===== src/rtl/csr_regfile.sv =====
// csr_regfile: valid/ready CSR file with self-clearing config bits, sticky W1C status and error responses
`timescale 1ns/1ps
module csr_regfile #(
    parameter int ADDR_WIDTH = 7,
    parameter int DATA_WIDTH = 8,
    parameter int NUM_CONFIG_REG = 96,
    parameter int NUM_STATUS_REG = 32,
    parameter logic [DATA_WIDTH*NUM_CONFIG_REG-1:0] CONFIG_RESET = (DATA_WIDTH*NUM_CONFIG_REG)'(8'hCC),
    parameter logic [DATA_WIDTH*NUM_CONFIG_REG-1:0] CONFIG_SC_MASK = '0,
    parameter logic [DATA_WIDTH*NUM_STATUS_REG-1:0] STATUS_STICKY_MASK = '0,
    parameter int SYNC_STAGES = 2
) (
    input  logic                                 clk_i,
    input  logic                                 rst_i,
    input  logic                                 req_valid_i,
    output logic                                 req_ready_o,
    input  logic                                 req_write_i,
    input  logic [ADDR_WIDTH-1:0]                addr_i,
    input  logic [DATA_WIDTH-1:0]                write_data_i,
    output logic                                 resp_valid_o,
    input  logic                                 resp_ready_i,
    output logic [DATA_WIDTH-1:0]                resp_data_o,
    output logic                                 resp_err_o,
    output logic [DATA_WIDTH*NUM_CONFIG_REG-1:0] config_bus_o,
    output logic [NUM_CONFIG_REG-1:0]            cfg_wr_stb_o,
    input  logic [DATA_WIDTH*NUM_STATUS_REG-1:0] status_bus_i
);
    localparam int CW = DATA_WIDTH*NUM_CONFIG_REG;
    localparam int SW = DATA_WIDTH*NUM_STATUS_REG;
    localparam logic [ADDR_WIDTH:0] CFG_N = (ADDR_WIDTH+1)'(NUM_CONFIG_REG);
    localparam logic [ADDR_WIDTH:0] END_N = (ADDR_WIDTH+1)'(NUM_CONFIG_REG+NUM_STATUS_REG);
    localparam logic [0:0] IDLE = 1'b0;
    localparam logic [0:0] RESP = 1'b1;

    logic [0:0]                state_q;
    logic [CW-1:0]             cfg_q, cfg_d;
    logic [NUM_CONFIG_REG-1:0] stb_d;
    logic [SW-1:0]             sync, sticky_q, clr, sts_word;
    logic [ADDR_WIDTH:0]       a_ext, sidx;
    logic                      is_cfg, is_sts, acc, has_sticky;
    logic [DATA_WIDTH-1:0]     cfg_rd, sts_rd;

    assign req_ready_o  = state_q == IDLE;
    assign resp_valid_o = state_q == RESP;
    assign acc          = req_valid_i && req_ready_o;
    assign a_ext        = {1'b0, addr_i};
    assign is_cfg       = a_ext < CFG_N;
    assign is_sts       = !is_cfg && a_ext < END_N;
    assign sidx         = a_ext - CFG_N;
    assign sts_word     = (sticky_q & STATUS_STICKY_MASK) | (sync & ~STATUS_STICKY_MASK);
    assign config_bus_o = cfg_q;

    if (SYNC_STAGES == 0) begin : g_nosync
        assign sync = status_bus_i;
    end else begin : g_sync
        logic [SW-1:0] sq [SYNC_STAGES];
        always_ff @(posedge clk_i or posedge rst_i) begin
            if (rst_i) begin
                for (int k = 0; k < SYNC_STAGES; k++) sq[k] <= '0;
            end else begin
                sq[0] <= status_bus_i;
                for (int k = 1; k < SYNC_STAGES; k++) sq[k] <= sq[k-1];
            end
        end
        assign sync = sq[SYNC_STAGES-1];
    end

    // wrapped sidx for config addresses can never match a status index
    always_comb begin
        cfg_d      = cfg_q & ~CONFIG_SC_MASK;
        stb_d      = '0;
        clr        = '0;
        cfg_rd     = '0;
        sts_rd     = '0;
        has_sticky = 1'b0;
        for (int i = 0; i < NUM_CONFIG_REG; i++) begin
            if (a_ext == (ADDR_WIDTH+1)'(i)) begin
                cfg_rd = cfg_q[DATA_WIDTH*i +: DATA_WIDTH];
                if (acc && req_write_i) begin
                    cfg_d[DATA_WIDTH*i +: DATA_WIDTH] = write_data_i;
                    stb_d[i] = 1'b1;
                end
            end
        end
        for (int i = 0; i < NUM_STATUS_REG; i++) begin
            if (sidx == (ADDR_WIDTH+1)'(i)) begin
                sts_rd     = sts_word[DATA_WIDTH*i +: DATA_WIDTH];
                has_sticky = |STATUS_STICKY_MASK[DATA_WIDTH*i +: DATA_WIDTH];
                if (acc && req_write_i)
                    clr[DATA_WIDTH*i +: DATA_WIDTH] = write_data_i & STATUS_STICKY_MASK[DATA_WIDTH*i +: DATA_WIDTH];
            end
        end
    end

    always_ff @(posedge clk_i or posedge rst_i) begin
        if (rst_i) begin
            state_q      <= IDLE;
            resp_data_o  <= '0;
            resp_err_o   <= 1'b0;
            cfg_q        <= CONFIG_RESET;
            cfg_wr_stb_o <= '0;
            sticky_q     <= '0;
        end else begin
            cfg_q        <= cfg_d;
            cfg_wr_stb_o <= stb_d;
            sticky_q     <= ((sticky_q & ~clr) | sync) & STATUS_STICKY_MASK;
            if (acc) begin
                state_q     <= RESP;
                resp_data_o <= req_write_i ? '0 : is_cfg ? cfg_rd : is_sts ? sts_rd : '1;
                resp_err_o  <= !(is_cfg || (is_sts && (!req_write_i || has_sticky)));
            end else if (resp_ready_i) begin
                state_q <= IDLE;
            end
        end
    end
endmodule

===== config.mk =====
export PLATFORM = sky130hd
export DESIGN_NAME = csr_regfile
export DESIGN_NICKNAME = d
export VERILOG_FILES = /design/src/rtl/csr_regfile.sv
export SDC_FILE = /design/constraint.sdc
export NUM_CORES = 2
export LEC_CHECK = 0
export CAP_MARGIN = 20
export CORE_AREA = 5 5 443 445
export CTS_BUF_LIST = sky130_fd_sc_hd__clkbuf_16
export CTS_CLUSTER_DIAMETER = 200
export DETAILED_ROUTE_END_ITERATION = 10
export DIE_AREA = 0 0 448 450
export HOLD_SLACK_MARGIN = 0.02
export SYNTH_ARGS = -nofsm -noshare
export SYNTH_HDL_FRONTEND = slang
export SYNTH_SLANG_ARGS = --single-unit

===== constraint.sdc =====
create_clock -name clk_i -period 86.5 [get_ports clk_i]
set_clock_uncertainty 0.05 [all_clocks]
set_input_delay 21.625 -clock clk_i [delete_from_list [all_inputs] [get_ports clk_i]]
set_output_delay 21.625 -clock clk_i [all_outputs]
set_load 0.01 [all_outputs]

==> flow_summary.ini <==
[outcome]
status = complete, but fails checks
violations = design-rule violations

[timing]
clock.fmax_mhz = 37.94
setup_viol = 0
fin_tns_setup_ps = 0
holdWs_ps = 280.7
maxSlewViolCount = 0
hold_violations = 0
finalCritPeriodShare = 0.3047
rsz0062_at_grt = no
slew_headroom = 0.1674
min_period_ps = 26360
worstMarginPinSlew_ps = 1246

[yosys]
avgSynthCellArea_um2 = 13.01
synth-async-reset-ratio = 1.000
synth_xor_area_frac = 0
muxShareOfSynthArea = 0.1703
synth_top_family_by_area = multiplexers
yosys.area_share.adder = 0
yosysWarnings = 0
yosysSeqAreaShare = 0.6109
ys_seq_elements = 1386
synth_area_leaders = dfrtp_1 (61%), mux2_2 (16%), o21ai_0 (2.0%)
synth_edf_count = 0
yosysTopAreaCell = dfrtp_1
synth_ff_type = dfrtp_1
netlist_instances = 4365
syn-num-nets = 4641
yosys.area_share.simple = 0.06459
synth_top_area_share = 0.6091
syn_area_mm2 = 0.05678
synth_compound_area_frac = 0.1211
synthDistinctLibCells = 100

[grt]
grt_usage = 0.3347
grt_pass1_vias = 48426
overflow = 0
grt_pass1_wl_um = 458000
antenna_found_initial = 29
grt_max_degree = 174

[min_path]
hold_depth = 0
hp-class = reg2reg

[worst_setup_path]
path_class = in2reg
crit_arrival_ps = 27050
cp.required_ps = 87190
reg2reg_depth = 8
critical_path.slowest_cell = o221ai_1
end_kind = flop
critPathLaunchType = input pin
slowest_delay_ps = 940
crit_fanout = 108
cpMostUsedCell = a221oi_1
crit_chain = buf_8 > buf_12 > nor2b_4 > a221oi_1 > o32a_1 > o221ai_1 > a221oi_1 > nor3_1 > o21ai_0 > a41oi_1

[placed_design]
place_area_mm2 = 0.07122
gp_congestion = 0.9635
port_buffers = 1150
hpwl_um = 257700

[die]
die_h_um = 450
start_util = 0.2961
coreArea_mm2 = 0.1918
rows = 161
boundaryPins = 1151
fp.dieArea_mm2 = 0.2016
die_w_um = 448

[clocking]
tritoncts = done
cts_buffer_depth = 3
path_clk_slew_ps = 60
post-cts-setup-buffers = 0
ctsHtreeMaxLevel = 4
cts-root-buf = clkbuf_16
cts_inserted_buffers = 152
hold_buffers = 0
cts_resized = 0
cts.sinks = 1386
clk_latency_ps = 850

[layout]
layout.nets = 5757
drive_above_1_share = 0.2295
area_delta_synth_final_pct = 34.22
final_area_mm2 = 0.07621
utilization = 0.3974

[drt]
viasPerCell = 5.917
drtIter0Drc = 6679
drtAntennaViolNets = 0
drt-wirelength-per-cell_um = 42.77
vias = 48137
remaining_drc_errors = 2
first_pass_iters = 11
drt-total-wl_um = 348000

[job]
drv_cap = 0

[power]
p_leak_nw = 33.84
fin_total_pwr_w = 0.001505
vdd_ir_drop_max_mv = 0.01390
power_density_mw_per_mm2 = 19.75
## power by group
group          internal [W]  switching, W  total, W
combinational     0.0000582     0.0000993  0.000158
sequential         0.000673     0.0000269  0.000700
clock              0.000359      0.000289  0.000648
## metal layers
layer  wire length (um)  GRT usage
met3              34170     0.1113
met4              28560     0.2116
met1             127500     0.3926
met5                142          0
met2             157600     0.5273
## path summary, 6_finish.rpt
path | startpoint | to | slack, ps
max | addr_i[1] | resp_data_o[3] | 60140
min | g_sync.sq[377] | sts_word[121] | 280
max reg2reg | resp_valid_o | resp_data_o[5] | 81980
min reg2reg | g_sync.sq[377] | sts_word[121] | 280
max in group asynchronous | rst_i | cfg_wr_stb_o[71] | 61040
min in group asynchronous | rst_i | g_sync.sq[261] | 21330
## cells by family after synthesis
logic type | after synthesis
buffers and inverters | 399
flip-flops | 1386
AND/OR/NAND/NOR | 698
AO/OA/AOI/OAI | 1020
multiplexers | 862
## cells in the mapped netlist (14+ instances only)
library cell and n:
dfrtp_1 1382, mux2_2 791, o21ai_0 223, nand2_1 199, a21oi_1 186, nor2_1 171, clkbuf_1 163, buf_2 108
o22ai_1 102, a22oi_1 95, mux2i_1 66, inv_1 65, nand3_1 57, nor3_1 42, a221oi_1 37, a31oi_1 36
o211ai_1 34, a211oi_1 33, a22o_1 28, nor2b_1 28, o221ai_1 28, buf_4 25, nor2_2 19, nor4_1 19
o31ai_1 19, buf_1 17, buf_6 17, nand2b_1 16, a21o_1 14
## cells in the final DEF, fill, tap and decap left out, drive strengths merged, types with 28 or more instances in the layout
cell type and count:
a211oi 34, a21oi 186, a221oi 37, a22o 28, a22oi 96, a31oi 36, buf 160, clkbuf 153
clkdlybuf4s50 1135, clkinv 64, dfrtp 1382, inv 102, mux2 792, mux2i 66, nand2 199, nand3 57
nor2 190, nor2b 28, nor3 48, o211ai 34, o21ai 227, o221ai 29, o22ai 102
## state kept, by name (all words and copies together) (netlist names)
signal,count
g_sync.sq,256
resp_valid_o,1
resp_err_o,1
config_bus_o,768
sts_word,256
cfg_wr_stb_o,96
resp_data_o,8
## area by class of cell
type	count	area, um^2
fill	18175	115600
sequential	1386	34690
multi-input combinational	2580	20480
timing repair buffer	1295	12700
clock buffer	153	3829
tap	2526	3161
clock inverter	120	1072
inverter	66	256.5
antenna	9	22.52
## metrics by stage
step           setup slack [ps]  instances
2_1_floorplan             25750       4365
6_report                  60140       8135
3_5_place_dp              59840       7850
4_1_cts                   60720       8123
5_1_grt                   60380       8127
3_3_place_gp              59920       7847
## critical path: cells and delay by family
kind	cells	cell delay (ps)
buffers and inverters	2	1050
AO/OA/AOI/OAI	6	2640
AND/OR/NAND/NOR	2	1470
(Power assumes the default switching activity.)
